## config.mk

```make
export PLATFORM = sky130hd
export DESIGN_NAME = motor602_deadtime_gate
export DESIGN_NICKNAME = d
export VERILOG_FILES = /design/src/rtl/motor602_deadtime_gate_pkg.sv /design/src/rtl/motor602_deadtime_phase.sv /design/src/rtl/motor602_deadtime_gate.sv
export SDC_FILE = /design/constraint.sdc
export NUM_CORES = 1
export LEC_CHECK = 0
export CAP_MARGIN = 20
export CELL_PAD_IN_SITES_DETAIL_PLACEMENT = 0
export CELL_PAD_IN_SITES_GLOBAL_PLACEMENT = 1
export CORE_MARGIN = 8
export CORE_UTILIZATION = 40
export DETAILED_ROUTE_END_ITERATION = 8
export HOLD_SLACK_MARGIN = 0.15
export PLACE_DENSITY = 0.69
export SYNTH_ARGS = -nofsm -noshare
export SYNTH_HDL_FRONTEND = slang
export SYNTH_SLANG_ARGS = --single-unit
```

## constraint.sdc

```tcl
create_clock -name clk50mhzI -period 2.4 [get_ports clk50mhzI]
set_input_delay 0.24 -clock clk50mhzI [delete_from_list [all_inputs] [get_ports clk50mhzI]]
set_output_delay 0.24 -clock clk50mhzI [all_outputs]
set_load 0.1 [all_outputs]
```

## src/rtl/motor602_deadtime_gate_pkg.sv

```systemverilog
// Shared types for the motor602 dead-time gate: phase FSM encoding, request decode and defaults.
package motor602_deadtime_gate_pkg;

    localparam int unsigned DEAD_CYC_DEFAULT = 50;
    localparam int unsigned CNT_W_DEFAULT    = 8;

    typedef enum logic [1:0] {
        ST_OFF  = 2'd0,
        ST_DEAD = 2'd1,
        ST_HI   = 2'd2,
        ST_LO   = 2'd3
    } phase_state_e;

    typedef enum logic [1:0] {
        REQ_NONE    = 2'd0,
        REQ_HI      = 2'd1,
        REQ_LO      = 2'd2,
        REQ_ILLEGAL = 2'd3
    } req_e;

    function automatic req_e decode_req(input logic hi, input logic lo);
        case ({hi, lo})
            2'b10:   return REQ_HI;
            2'b01:   return REQ_LO;
            2'b11:   return REQ_ILLEGAL;
            default: return REQ_NONE;
        endcase
    endfunction

endpackage

```

## src/rtl/motor602_deadtime_phase.sv

```systemverilog
// One bridge phase: OFF/DEAD/HI/LO FSM with dead-time counter and registered gate drives.
module motor602_deadtime_phase
    import motor602_deadtime_gate_pkg::*;
#(
    parameter int unsigned DEAD_CYC = DEAD_CYC_DEFAULT,
    parameter int unsigned CNT_W    = CNT_W_DEFAULT
) (
    input  logic clk,
    input  logic rst,
    input  logic hi_req,
    input  logic lo_req,
    input  logic kill,
    output logic hi_on,
    output logic lo_n,
    output logic dead
);

    localparam logic [CNT_W-1:0] RELOAD = CNT_W'(DEAD_CYC - 1);

    phase_state_e     state;
    req_e             tgt;
    req_e             req;
    logic [CNT_W-1:0] cnt;
    logic             retarget;

    assign req = decode_req(hi_req, lo_req);

    // Every entry into DEAD (fresh turn-on or side swap) restarts the full dead time.
    assign retarget = (state == ST_OFF)
                   || (state == ST_DEAD && req != tgt)
                   || (state == ST_HI && req == REQ_LO)
                   || (state == ST_LO && req == REQ_HI);

    always_ff @(posedge clk or posedge rst) begin
        if (rst) begin
            state <= ST_OFF;
            tgt   <= REQ_NONE;
            cnt   <= '0;
            hi_on <= 1'b0;
            lo_n  <= 1'b1;
            dead  <= 1'b0;
        end else if (kill || req == REQ_NONE || req == REQ_ILLEGAL) begin
            state <= ST_OFF;
            tgt   <= REQ_NONE;
            cnt   <= '0;
            hi_on <= 1'b0;
            lo_n  <= 1'b1;
            dead  <= 1'b0;
        end else if (retarget) begin
            state <= ST_DEAD;
            tgt   <= req;
            cnt   <= RELOAD;
            hi_on <= 1'b0;
            lo_n  <= 1'b1;
            dead  <= 1'b1;
        end else if (state == ST_DEAD) begin
            if (cnt == '0) begin
                state <= (tgt == REQ_HI) ? ST_HI : ST_LO;
                hi_on <= (tgt == REQ_HI);
                lo_n  <= (tgt != REQ_LO);
                dead  <= 1'b0;
            end else begin
                cnt <= cnt - CNT_W'(1);
            end
        end
    end

endmodule

```

## src/rtl/motor602_deadtime_gate.sv

```systemverilog
// Dead-time gate top: three phase FSMs, sticky fault latch, force-stop and output polarity.
// Optional registered output monitor with chkErrO when MOTOR602_OUT_CHECK_EN is defined.
module motor602_deadtime_gate
    import motor602_deadtime_gate_pkg::*;
#(
    parameter int unsigned DEAD_CYC = DEAD_CYC_DEFAULT,
    parameter int unsigned CNT_W    = CNT_W_DEFAULT
) (
    input  logic       clk50mhzI,
    input  logic       rstI,
    input  logic [2:0] hiReqI,
    input  logic [2:0] loReqI,
    input  logic       forceStopI,
    input  logic       faultClrI,
    output logic       aHPo,
    output logic       bHPo,
    output logic       cHPo,
    output logic       aLNo,
    output logic       bLNo,
    output logic       cLNo,
    output logic [2:0] faultO,
`ifdef MOTOR602_OUT_CHECK_EN
    output logic       chkErrO,
`endif
    output logic [2:0] deadO
);

    logic [2:0] hp;
    logic [2:0] ln;
    logic [2:0] illegal;
    logic [2:0] fault_d;
    logic       kill;

    assign illegal = hiReqI & loReqI;

`ifdef MOTOR602_OUT_CHECK_EN
    logic chk_set;
    logic chk_d;

    assign chk_set = (|(hp & ~ln)) || ((hp == 3'b000) && ($countones(~ln) <= 1));
    assign chk_d   = (chkErrO & ~faultClrI) | chk_set;

    always_ff @(posedge clk50mhzI or posedge rstI) begin
        if (rstI) begin
            chkErrO <= 1'b0;
        end else begin
            chkErrO <= chk_d;
        end
    end

    assign fault_d = (faultO & ~{3{faultClrI}}) | illegal | {3{chk_d}};
`else
    // A new illegal request wins over a simultaneous clear.
    assign fault_d = (faultO & ~{3{faultClrI}}) | illegal;
`endif

    // Kill from the next fault state so every phase drops on the same edge the fault latches.
    assign kill = forceStopI | (|fault_d);

    always_ff @(posedge clk50mhzI or posedge rstI) begin
        if (rstI) begin
            faultO <= 3'b000;
        end else begin
            faultO <= fault_d;
        end
    end

    for (genvar p = 0; p < 3; p++) begin : g_phase
        motor602_deadtime_phase #(
            .DEAD_CYC(DEAD_CYC),
            .CNT_W   (CNT_W)
        ) u_phase (
            .clk   (clk50mhzI),
            .rst   (rstI),
            .hi_req(hiReqI[p]),
            .lo_req(loReqI[p]),
            .kill  (kill),
            .hi_on (hp[p]),
            .lo_n  (ln[p]),
            .dead  (deadO[p])
        );
    end

    assign aHPo = hp[0];
    assign bHPo = hp[1];
    assign cHPo = hp[2];
    assign aLNo = ln[0];
    assign bLNo = ln[1];
    assign cLNo = ln[2];

endmodule

```

# Word-level counts from Yosys, hierarchy flattened
# Cells that the tools add are included.
# op_classes
add_sub_neg,3
n_eq_ne,39
mux,72
n_bitwise,5
n_reduce_logical,49
# op_table
cell,n
two-way mux 8 bit,12
two-way mux 1 bit,39
== test 2 bit (second input constant),18
two-way mux 2 bit,18
== test 2 x 1 -> 1 bit (second input constant),12
logical NOT 8 bit,3
subtractor 8 x 1 -> 8 bit (second input constant),3
case mux 2 bit (3 select lines),3
nonzero test 3 bit,6
logical OR 1 bit,15
logical NOT 2 bit,6
AND reduction 2 bit,6
logical AND 1 bit,9
inequality test 3 x 1 -> 1 bit (second input constant),3
AND 3 bit,2
inequality test 2 bit,3
inequality test 2 bit (second input constant),3
nonzero test 2 bit,3
NOT 3 bit,1
bitwise OR 3 bit,1
OR reduction 3 bit,1
bitwise OR 1 bit,1
# totals
register_bits,48
input_bits,10

# Logic depth before layout (Yosys ltp)
# depth
depth_word,9
mapped_depth,7
depth_no_buf,6

# Modules after synthesis
# A second synthesis with hierarchy kept.
# unflattened
cells_unflattened,272
hier_area_um2,2713.9
# by_module_without_submodules
module,instances,cells_per_inst,area_each_um2,seq_area_each_um2
motor602_deadtime_phase,3,86,863.3,376.6
motor602_deadtime_gate,1,14,123.9,75.1

# Least setup slack after synthesis
# Ideal clock, no wire load.
# synth_path
path_type,flip-flop to flip-flop
start,register faultO[2]
end,register g_phase[0].u_phase.state[1]
setup_time_ns,0.136
arrival_ns,1.905
required_ns,2.264
setup_slack_ns,0.358
path_stages_with_launch,7
n_path_buf,2
period_less_slack_ns,2.042
cell_sequence,dfrtp_1 inv_1 o2111a_1 buf_2 nand3_1 clkbuf_1 nor3_1
# synth_via
elab_chain_cells,8
# synth_lines
item,line,source
start: declaration,motor602_deadtime_gate.sv:21,"output logic [2:0] faultO,"
start signal: assignment,motor602_deadtime_gate.sv:64,faultO <= fault_d;
AND 3 bit *,motor602_deadtime_gate.sv:54,assign fault_d = (faultO & ~{3{faultClrI}}) | illegal;
bitwise OR 3 bit *,motor602_deadtime_gate.sv:54,
OR reduction 3 bit *,motor602_deadtime_gate.sv:58,assign kill = forceStopI | (|fault_d);
bitwise OR 1 bit *,motor602_deadtime_gate.sv:58,
logical OR 1 bit * (2 in series),motor602_deadtime_phase.sv:42,end else if (kill || req == REQ_NONE || req == REQ_ILLEGAL) begin
nonzero test 3 bit (no line),n/a,
AND reduction 2 bit (no line),n/a,
end signal: assignment,motor602_deadtime_phase.sv:58,state <= (tgt == REQ_HI) ? ST_HI : ST_LO;
end: declaration,motor602_deadtime_phase.sv:20,phase_state_e state;
# Every way passes the cells marked *; elsewhere a longest branch is shown, timed or not.
# A chain may end at the register's enable or synchronous reset.

# Final worst setup path
# layout_path
start,register g_phase[1].u_phase.cnt[0]
end,register g_phase[1].u_phase.lo_n
# layout_via
elab_chain_cells,3
# layout_lines
item,line,source
start: declaration,motor602_deadtime_phase.sv:23,logic [CNT_W-1:0] cnt;
start signal: assignment,motor602_deadtime_phase.sv:63,cnt <= cnt - CNT_W'(1);
logical NOT 8 bit,motor602_deadtime_phase.sv:57,if (cnt == '0) begin
nonzero test 3 bit (no line),n/a,
AND reduction 2 bit (no line),n/a,
end signal: assignment,motor602_deadtime_phase.sv:60,lo_n <= (tgt != REQ_LO);
end: declaration,motor602_deadtime_phase.sv:14,"output logic lo_n,"
# Every way passes these cells.

==> results.md <==
* Remaining global-route overflow at 0
* Chip width at 99.6 um
* Cells after Synth at 277
* Overall via count from detail_route at 2241
* Post-synthesis sequential area ratio at 0.431
* Maximum fanout along the worst path at 4
* Gr usage total at 0.136
* Worst IR Drop VDD at 0.275 mV
* Die span in y at 99.6 um
* Leading cell type in the layout, fill and taps excluded: sky130_fd_sc_hd__dfrtp_1
* Final Slew Violations at 0
* Final HPWL from detailed placement at 4.81 mm
* Core box area at 6790 um2
* Maximum clock frequency at 0.484 GHz
* Num ports at 22
* Maximum number of pins on one net before global-route repair at 25
* FFs w/ async S/R, synth at 1.00
* Overall Power at 0.00175 W
* CTS H-tree depth at 2
* Port bufs at 21
* WS Path Type: flip-flop to flip-flop
* Number of flops mapped to enable cells by yosys at 0
* Signed area change from the synthesized netlist to the final layout at 19.0%
* Worst slew margin at 0.644
* Initial antenna violation count at 0
* Multiplexer fraction of the synthesized cell area at 0.0335
* Minimum hold slack at 0.290 ns
* Max_cap viols at 0
* Startpoint kind of the worst setup timing path: flip-flop
* Post-CTS resize count at 0
* Cell area after technology mapping at 2800 um2
* Final weighted congestion of routability-driven global placement at 0.789
* Fraction of layout instances using a drive strength above 1 at 0.214
* Diode count at 0
* Hold bufs inserted after CTS at 0
* Crit path max-delay cell type: sky130_fd_sc_hd__nor3b_1
* RSZ-0062 raised after global routing: false
* Clock Tree Root: sky130_fd_sc_hd__clkbuf_8
* Commonest cells after routing, fill and taps aside: 45 x sky130_fd_sc_hd__dfrtp_1, 35 x sky130_fd_sc_hd__buf_4, 21 x sky130_fd_sc_hd__nor3_1
* Fraction of synthesized cell area in xor and xnor cells at 0.0689
* Clock tree sinks at 48
* Setup Slack @ Placement at 0.258 ns
* TritonCTS clock tree: built
* Worst min-delay path category: primary input to asynchronous set/reset pin
* Cells on worst reg2reg path at 6
* First-pass GRT wire length at 11.1 mm
* 1st-iter DRT viols at 61
* Pin slew with the least headroom to its limit at 0.530 ns
* Post-DR wirelength/cell at 15.3 um
* Number of buffers and inverters on the critical path at 1
* Period utilisation layout at 0.860
* Number of antenna-violating nets in the routed design at 0
* Row count at 30
* Net count after synthesis at 293
* Final hold viol count at 0
* Main combinational cell family by area after synthesis: simple AND/OR/NAND/NOR gates
* Finished Core Util at 0.490
* Power per unit of standard cell area at 524 nW/um2
* Capturing element type of the critical path: flip-flop
* # nets final at 333
* Slack of the worst reg-to-reg path at 0.34 ns
* DRT Pass-1 Iters at 4
* Arr. time, crit path at 2.30 ns
* Number of buffers added by the clock tree synthesis step at 5
* Wirelength, routed at 6.33 mm
* Number of remaining DRC errors at 0
* Via density per instance at 5.41
* Most frequently used flop master after synthesis: sky130_fd_sc_hd__dfrtp_1
* Post-layout min period at 2.06 ns
* Clock skew at 0.0125 ns
* Initial core utilization at 0.412
* Static power due to leakage at 1.35 nW
* Req. time, crit path at 2.63 ns
* Status: complete, no violations
* Reg-to-Reg End: g_phase[1].u_phase.lo_n
* Total Die Area at 9930 um2
* Synthesis-stage register bit count at 48
* CP max stage delay at 0.46 ns
* Largest delay share family, worst path: simple AND/OR/NAND/NOR gates
* Setup bufs post-CTS at 0
* Number of unique standard cell types used by synthesis at 55
* Mapped Avg Cell Area at 10.1 um2
* Fraction of the mapped netlist area in simple logic gates at 0.244
* Adder-cell area share of the yosys netlist at 0.0268
* Setup slack of the critical path after layout at 0.335 ns
* Clock network latency to the later pin of the worst-skew pair at 0.30 ns
* Ordered cell list for the critical path: inv_1, ha_1, nor3b_1, nand3_1, mux2_2, or3_1
* Startpoint of the worst register-to-register path: g_phase[1].u_phase.cnt[0]
* Maximum clock path buffer count at 2
* Setup tns final at 0 ns
* Total of endpoints with negative setup slack in the final report at 0
* Clock Pin Slew Worst Setup and Hold Paths at 0.10 ns
* Ys Warns at 0
* Via count of the first global-routing pass at 2263
* Post-synthesis compound-gate area fraction at 0.155
cells in the mapped netlist, types with 7 or more instances:
library cell | count | share of area
sky130_fd_sc_hd__a21oi_1 | 19 | 0.034
sky130_fd_sc_hd__dfrtp_1 | 45 | 0.40
sky130_fd_sc_hd__inv_1 | 13 | 0.017
sky130_fd_sc_hd__nand2_1 | 12 | 0.016
sky130_fd_sc_hd__nand2b_1 | 8 | 0.018
sky130_fd_sc_hd__nand3_1 | 7 | 0.013
sky130_fd_sc_hd__nand4_1 | 16 | 0.036
sky130_fd_sc_hd__nor2_1 | 9 | 0.012
sky130_fd_sc_hd__nor3_1 | 21 | 0.038
sky130_fd_sc_hd__xnor2_1 | 11 | 0.034
sky130_fd_sc_hd__xor2_1 | 11 | 0.034
worst max-delay path by stage:
stage                         startpoint                     endpoint  slack, ns  cells after the start
2_1_floorplan                  faultO[2]  g_phase[0].u_phase.state[1]       0.36                      6
3_3_place_gp                   faultClrI    g_phase[2].u_phase.cnt[7]       0.26                      7
3_5_place_dp                   faultClrI    g_phase[2].u_phase.cnt[1]       0.26                      6
4_1_cts        g_phase[1].u_phase.cnt[0]      g_phase[1].u_phase.lo_n       0.34                      6
5_1_grt        g_phase[1].u_phase.cnt[0]      g_phase[1].u_phase.lo_n       0.14                      6
6_report       g_phase[1].u_phase.cnt[0]      g_phase[1].u_phase.lo_n       0.34                      6
per-layer routing:
layer	GRT usage	wire [um]
met2	0.213	2810
met5	0	0
met1	0.186	3260
met4	0.0314	58
met3	0.0293	206
flip-flops by register name, summed over array words and instances (netlist names):
name	cells
g_phase.u_phase.cnt	24
g_phase.u_phase.state	6
g_phase.u_phase.tgt	6
faultO	3
g_phase.u_phase.dead	3
g_phase.u_phase.hi_on	3
g_phase.u_phase.lo_n	3
where the power goes:
part | leakage (nW) | switching [W] | total, W | internal [W]
registers | 0.651 | 0.0000207 | 0.000846 | 0.000825
clock network | 0.0645 | 0.000272 | 0.000640 | 0.000368
logic | 0.639 | 0.000164 | 0.000259 | 0.0000943
total | 1.35 | 0.000457 | 0.00175 | 0.00129
per-stage QoR:
step	instances	area, um2
3_5_place_dp	406	3200
3_3_place_gp	406	3200
2_1_floorplan	277	2800
6_report	414	3330
4_1_cts	414	3330
5_1_grt	414	3330
cell type report:
type                    instances  area (um2)
clock buffers                   7        96.3
clock inverters                 1        30.0
fillers                       649        3460
inverters                      13        48.8
multi-input cells             205        1480
flip-flops and latches         48        1200
well taps                      96         120
repair buffers                 44         353
kinds of logic after synthesis:
| logic type | after synthesis |
|---|---|
| AOI/OAI and AO/OA | 61 |
| muxes | 9 |
| DFF | 48 |
| xor gates and xnor gates | 22 |
| adders and majority gates | 6 |
| and+or+nand+nor | 107 |
| buffers and inverters | 24 |
Power figures use the tool's default switching activity.
